[src/rtl/ahb_lite_usb_mgr.sv]
// AHB-Lite single-beat manager for the USB satellite: valid/ready commands in, in-order responses out.
// Optional data-phase watchdog with sticky bus_hung output is enabled by defining AHB_MGR_TIMEOUT_EN.
module ahb_lite_usb_mgr #(
  parameter int ADDR_W         = 4,
  parameter int TIMEOUT_CYCLES = 64
) (
  input  logic              clk,
  input  logic              rst,
  input  logic              cmd_valid,
  output logic              cmd_ready,
  input  logic              cmd_write,
  input  logic [ADDR_W-1:0] cmd_addr,
  input  logic [1:0]        cmd_size,
  input  logic [31:0]       cmd_wdata,
  output logic              rsp_valid,
  output logic              rsp_write,
  output logic [31:0]       rsp_rdata,
  output logic              rsp_error,
  output logic              busy,
  output logic              hsel,
  output logic              hwrite,
  output logic [1:0]        htrans,
  output logic [ADDR_W-1:0] haddr,
  output logic [2:0]        hsize,
  output logic [2:0]        hburst,
  output logic [31:0]       hwdata,
  input  logic [31:0]       hrdata,
  input  logic              hready,
  input  logic              hresp
`ifdef AHB_MGR_TIMEOUT_EN
  ,
  output logic              bus_hung
`endif
);

  // APH stage; haddr/hsize/hwrite live here and keep their value when the bus goes idle
  logic              aph_vld_q, aph_vld_d;
  logic              aph_loc_q, aph_loc_d;
  logic              aph_lwr_q, aph_lwr_d;
  logic [ADDR_W-1:0] haddr_q, haddr_d;
  logic [1:0]        hsize_q, hsize_d;
  logic              hwrite_q, hwrite_d;
  logic [31:0]       aph_wdata_q, aph_wdata_d;
  // DPH stage
  logic              dph_vld_q, dph_vld_d;
  logic              dph_write_q, dph_write_d;
  logic [31:0]       dph_wdata_q, dph_wdata_d;
  logic              err2_q, err2_d;
  // response register
  logic              rsp_vld_q, rsp_vld_d;
  logic              rsp_wr_q, rsp_wr_d;
  logic [31:0]       rsp_rd_q, rsp_rd_d;
  logic              rsp_err_q, rsp_err_d;
  logic              rsp_loc_q, rsp_loc_d;

  logic bus_adv, loc_ret, dph_done, acc, acc_loc, direct;
  logic to_fire, hung;

`ifdef AHB_MGR_TIMEOUT_EN
  localparam int CNT_W = $clog2(TIMEOUT_CYCLES + 1);
  logic [CNT_W-1:0] to_cnt_q, to_cnt_d;
  logic             hung_q, hung_d;

  always_comb begin
    to_fire  = dph_vld_q && !hready && (to_cnt_q == CNT_W'(TIMEOUT_CYCLES - 1));
    to_cnt_d = (dph_vld_q && !hready && !to_fire) ? to_cnt_q + 1'b1 : '0;
    hung_d   = hung_q || to_fire;
  end

  always_ff @(posedge clk) begin
    if (rst) begin
      to_cnt_q <= '0;
      hung_q   <= 1'b0;
    end else begin
      to_cnt_q <= to_cnt_d;
      hung_q   <= hung_d;
    end
  end

  assign hung     = hung_q;
  assign bus_hung = hung_q;
`else
  logic unused_timeout;
  assign to_fire        = 1'b0;
  assign hung           = 1'b0;
  assign unused_timeout = (TIMEOUT_CYCLES == 0);
`endif

  always_comb begin
    bus_adv   = aph_vld_q && !aph_loc_q && !err2_q && hready && !hresp;
    // a reserved-size entry may only retire once nothing older is still on the bus
    loc_ret   = aph_vld_q && aph_loc_q && !dph_vld_q;
    dph_done  = dph_vld_q && hready;
    cmd_ready = !rst && !hung && (!aph_vld_q || bus_adv || loc_ret);
    acc       = cmd_valid && cmd_ready;
    acc_loc   = acc && (cmd_size == 2'd3);
    direct    = acc_loc && !aph_vld_q && !dph_vld_q;

    aph_vld_d   = aph_vld_q && !bus_adv && !loc_ret;
    aph_loc_d   = aph_loc_q;
    aph_lwr_d   = aph_lwr_q;
    haddr_d     = haddr_q;
    hsize_d     = hsize_q;
    hwrite_d    = hwrite_q;
    aph_wdata_d = aph_wdata_q;
    if (acc && !acc_loc) begin
      aph_vld_d   = 1'b1;
      aph_loc_d   = 1'b0;
      haddr_d     = cmd_addr;
      hsize_d     = cmd_size;
      hwrite_d    = cmd_write;
      aph_wdata_d = cmd_wdata;
    end else if (acc_loc && !direct) begin
      aph_vld_d = 1'b1;
      aph_loc_d = 1'b1;
      aph_lwr_d = cmd_write;
    end

    dph_vld_d   = dph_vld_q && !dph_done && !to_fire;
    dph_write_d = dph_write_q;
    dph_wdata_d = dph_wdata_q;
    if (bus_adv) begin
      dph_vld_d   = 1'b1;
      dph_write_d = hwrite_q;
      dph_wdata_d = aph_wdata_q;
    end

    err2_d = err2_q;
    if (dph_done || to_fire)                err2_d = 1'b0;
    else if (dph_vld_q && hresp && !hready) err2_d = 1'b1;

    // these four sources are mutually exclusive on any one edge
    rsp_vld_d = 1'b0;
    rsp_wr_d  = 1'b0;
    rsp_rd_d  = '0;
    rsp_err_d = 1'b0;
    rsp_loc_d = 1'b0;
    if (dph_done) begin
      rsp_vld_d = 1'b1;
      rsp_wr_d  = dph_write_q;
      rsp_rd_d  = dph_write_q ? '0 : hrdata;
      rsp_err_d = hresp;
    end else if (to_fire) begin
      rsp_vld_d = 1'b1;
      rsp_wr_d  = dph_write_q;
      rsp_err_d = 1'b1;
    end else if (loc_ret) begin
      rsp_vld_d = 1'b1;
      rsp_wr_d  = aph_lwr_q;
      rsp_err_d = 1'b1;
      rsp_loc_d = 1'b1;
    end else if (direct) begin
      rsp_vld_d = 1'b1;
      rsp_wr_d  = cmd_write;
      rsp_err_d = 1'b1;
      rsp_loc_d = 1'b1;
    end
  end

  always_ff @(posedge clk) begin
    if (rst) begin
      aph_vld_q   <= 1'b0;
      aph_loc_q   <= 1'b0;
      aph_lwr_q   <= 1'b0;
      haddr_q     <= '0;
      hsize_q     <= '0;
      hwrite_q    <= 1'b0;
      aph_wdata_q <= '0;
      dph_vld_q   <= 1'b0;
      dph_write_q <= 1'b0;
      dph_wdata_q <= '0;
      err2_q      <= 1'b0;
      rsp_vld_q   <= 1'b0;
      rsp_wr_q    <= 1'b0;
      rsp_rd_q    <= '0;
      rsp_err_q   <= 1'b0;
      rsp_loc_q   <= 1'b0;
    end else begin
      aph_vld_q   <= aph_vld_d;
      aph_loc_q   <= aph_loc_d;
      aph_lwr_q   <= aph_lwr_d;
      haddr_q     <= haddr_d;
      hsize_q     <= hsize_d;
      hwrite_q    <= hwrite_d;
      aph_wdata_q <= aph_wdata_d;
      dph_vld_q   <= dph_vld_d;
      dph_write_q <= dph_write_d;
      dph_wdata_q <= dph_wdata_d;
      err2_q      <= err2_d;
      rsp_vld_q   <= rsp_vld_d;
      rsp_wr_q    <= rsp_wr_d;
      rsp_rd_q    <= rsp_rd_d;
      rsp_err_q   <= rsp_err_d;
      rsp_loc_q   <= rsp_loc_d;
    end
  end

  assign hsel      = aph_vld_q && !aph_loc_q && !err2_q;
  assign htrans    = hsel ? 2'b10 : 2'b00;
  assign haddr     = haddr_q;
  assign hsize     = {1'b0, hsize_q};
  assign hwrite    = hwrite_q;
  assign hburst    = 3'b000;
  assign hwdata    = (dph_vld_q && dph_write_q) ? dph_wdata_q : '0;
  assign rsp_valid = rsp_vld_q;
  assign rsp_write = rsp_wr_q;
  assign rsp_rdata = rsp_rd_q;
  assign rsp_error = rsp_err_q;
  assign busy      = aph_vld_q || dph_vld_q || err2_q || (rsp_vld_q && rsp_loc_q);

endmodule

[config.mk]
export PLATFORM = sky130hd
export DESIGN_NAME = ahb_lite_usb_mgr
export DESIGN_NICKNAME = d
export VERILOG_FILES = /design/src/rtl/ahb_lite_usb_mgr.sv
export SDC_FILE = /design/constraint.sdc
export NUM_CORES = 1
export LEC_CHECK = 0
export CORE_ASPECT_RATIO = 1.25
export CORE_MARGIN = 10
export CORE_UTILIZATION = 40
export DETAILED_ROUTE_END_ITERATION = 8
export GPL_TIMING_DRIVEN = 0
export MAX_ROUTING_LAYER = met4
export PLACE_DENSITY = 0.79
export SYNTH_ARGS = -nofsm -noshare
export SYNTH_HDL_FRONTEND = slang
export SYNTH_SLANG_ARGS = --single-unit
[constraint.sdc]
create_clock -name clk -period 2.4 [get_ports clk]
set_input_delay 0.72 -clock clk [delete_from_list [all_inputs] [get_ports clk]]
set_output_delay 0.72 -clock clk [all_outputs]
set_load 0.01 [all_outputs]
==> run metrics <==
Skew-Pair Late Insertion Delay between 400 and 500 ps; largest net degree at the start of global routing 17; synth warn 0; pre-CTS setup slack -969 ps; most frequent CP cell buf_2; fill cell total of the finished layout roughly 870; Unique masters post-synth 39; period utilization 1.02; DR vias just over 4,000; CTS tree yes; critical path peak fanout 6; clock-pin slew on the worst setup and hold paths roughly 50 ps; Mean Syn Cell Area slightly above 9 sq um; initial antenna violation count 0; first-pass GRT wire length 22,100 microns; FF-to-FF path depth 7; Worst Tran Pin Value approximately 570 ps; Die W around 110 microns; Slew Viols, Final 0; Synth Area in Compound Gates 0.113; Wirelength per Cell 17.2 microns; startpoint types input pin; Pwr Density ~750 nW/um^2; Hold Startpoint aph_wdata_q[30]; area share of fa/ha/maj cells after synthesis 0; Multi-input gate area 1900 sq um; clock buffer count from CTS 17; Setup-failing EPs final 1; multiplexer area fraction after synthesis 0.0862; Final Net Count 745; Synth Area in Simple Gates 0.227; Core Area roughly 11,000 sq um; PortBufs 152; fmax roughly 400 MHz; Cell Chain, Critical Path buf_2 -> or4b_4 -> a31oi_1 -> buf_2; max-cap violation count 0; Peak VDD IR 0.574 mV; Initial Utilization 0.414; Die H about 140 microns; status finished with violations; total clock sinks between 100 and 150; clock period minus worst slack between 2000 and 2500 ps; Core Rows 42; Slowest cell on crit path or4b_4; total grt overflow 0; worst min path class reg -> reg; sequential element share of the synthesized area 0.513; Power, Total a little over 0.005 W; reg-to-reg endpoint haddr[1]; final hold violation count 0; failing checks negative setup slack; mapped cell area 4410 sq um; DRC errors left 0; RSZ-0062 raised after global routing yes; Slew HR 0.616; ant diodes 0; FF+latch count, synth roughly 110; Setup CP Type in -> out; Detail Route Antenna Nets 0; Final HPWL DP around 10,000 microns; slack of the critical path -45.4 ps; register area roughly 2300 sq um; CP endpoint kind primary output; GR Util All Layers 0.182; hold path endpoint dph_wdata_q[30]; root buf cell clkbuf_16; vias per cell about 5.1; GP Congestion 0.902; share of cells above drive strength 1 0.117; Critical Path AT 1730 ps; Critical Path RT around 1700 ps; Area Growth Syn to Fin 54.6%; commonest non-fill, non-tap cells in the layout clkdlybuf4s50_1 (114), dfxtp_1 (108), nand2_1 (78); CP max stage delay 530 ps; DIE AREA 15,700 sq um; initial drt markers 242; number of global-route vias before repair 4,392; clock buffer depth 2; 1st-pass router iterations 7; Leakage Power between 2 and 3 nW; Post-Synthesis Cells ~500; combinational family with the most area after synthesis simple AND/OR/NAND/NOR gates; I/O pin count about 160; hold-critical path depth 2; commonest non-fill, non-tap cell in the layout clkdlybuf4s50_1; R2R Setup Slk approximately 430 ps; Worst Skew between 10 and 15 ps; CTS H-tree lvls 4; R2R Path Start err2_q; final WL approximately 14,000 microns; xor-xnor portion of the synthesized cell area 0
==> synthesized netlist by cell type <==
master | instances | area (sq um)
o2111ai_1 | 1 | 8.76
buf_6 | 3 | 33.8
a31oi_1 | 2 | 12.5
o21ai_1 | 33 | 165
a21oi_1 | 35 | 175
a211oi_2 | 1 | 12.5
nand2b_1 | 1 | 6.26
clkbuf_1 | 29 | 109
o32ai_1 | 2 | 17.5
and4bb_1 | 1 | 12.5
a311oi_1 | 2 | 17.5
or3b_1 | 1 | 8.76
inv_1 | 4 | 15.0
o311a_1 | 1 | 10.0
o221a_1 | 2 | 22.5
and3_1 | 32 | 200
or4b_4 | 1 | 13.8
nor2_1 | 3 | 11.3
nand2_1 | 78 | 293
mux2i_1 | 38 | 380
a211oi_1 | 1 | 7.51
nand3_1 | 33 | 165
o31ai_1 | 2 | 15.0
and2_1 | 34 | 213
conb_1 | 1 | 3.75
nor2b_1 | 4 | 25.0
nor3_1 | 3 | 15.0
or2b_1 | 1 | 7.51
dfxtp_1 | 113 | 2260
a31o_2 | 1 | 8.76
buf_2 | 2 | 10.0
buf_4 | 10 | 75.1
inv_2 | 2 | 7.51
nor4b_4 | 1 | 23.8
a2111o_1 | 1 | 11.3
and3b_1 | 1 | 8.76
buf_1 | 4 | 15.0
o21ai_0 | 1 | 5.00
a32oi_1 | 1 | 8.76
==> critical path: cells and delay by family <==
family,cells,cell delay (ps)
buffers and inverters,2,300
AOI/OAI and AO/OA,1,160
and+or+nand+nor,1,530
==> registers in the layout, indices dropped and copies added, names as in the netlist, 2 cells and up <==
register	cells
hsize_q	2
dph_wdata_q	32
aph_wdata_q	32
haddr	4
rsp_rdata	32
==> repair_timing <==
action,4_1_cts,5_1_grt
gates resized for setup,80,12
pin swaps,1,2
setup buffers,9,0
setup endpoints to repair,36,6
hold buffers,0,0
==> layer usage <==
metal / part of all wire / global-route usage / vias to the layer above
met2: 0.50 / 0.306 / 174
li1: - / - / 2019
met1: 0.37 / 0.180 / 1909
met4: 0.013 / 0.0544 / 0
met3: 0.12 / 0.0966 / 17
met5: 0 / - / -
==> report_power, final <==
group	switching, W	leakage, nW	total [W]	internal (W)
registers	0.0000308	0.920	0.00197	0.00193
logic	0.000234	1.67	0.000485	0.000250
clock network	0.000870	0.297	0.00266	0.00179
==> worst max path at each step <==
stage                          from        end  slack, ps  depth (start not counted)
after detailed placement     hready  cmd_ready       -970                          4
after global routing      aph_loc_q  cmd_ready        -80                          4
after floorplan               hresp  cmd_ready        180                          2
after CTS                     hresp  cmd_ready       -180                          4
final                         hresp  cmd_ready        -50                          4
after global placement       hready  cmd_ready       -980                          4
==> kinds of logic (layout without fill, tap and decap cells) <==
kind of cell / count (synthesis) / after routing
other: 1 / 5
flip-flops: 113 / 113
AO/OA/AOI/OAI: 86 / 86
AND/OR/NAND/NOR: 194 / 194
multiplexers: 38 / 38
buffers and inverters: 54 / 246
==> cell type report <==
| class | instances | area share |
|---|---|---|
| inverters | 6 | 0.00440 |
| clock inverters | 13 | 0.0271 |
| plain buffers | 47 | 0.0402 |
| multi-input cells | 323 | 0.279 |
| clock buffers | 19 | 0.0664 |
| well taps | 132 | 0.0242 |
| repair buffers | 161 | 0.225 |
| flip-flops and latches | 113 | 0.334 |
==> metrics by stage <==
step	hold slack, ps	cells	util	TNS [ps]	instance area [sq um]
2_1_floorplan	434	490	-	0	4430
4_1_cts	459	815	0.641	-176	6840
3_3_place_gp	443	774	0.573	-18720	6110
3_5_place_dp	451	774	0.573	-21360	6110
5_1_grt	479	814	0.640	-83.2	6820
6_report	456	814	0.640	-45.4	6820
Note: power is estimated with default switching activity, not from simulation.
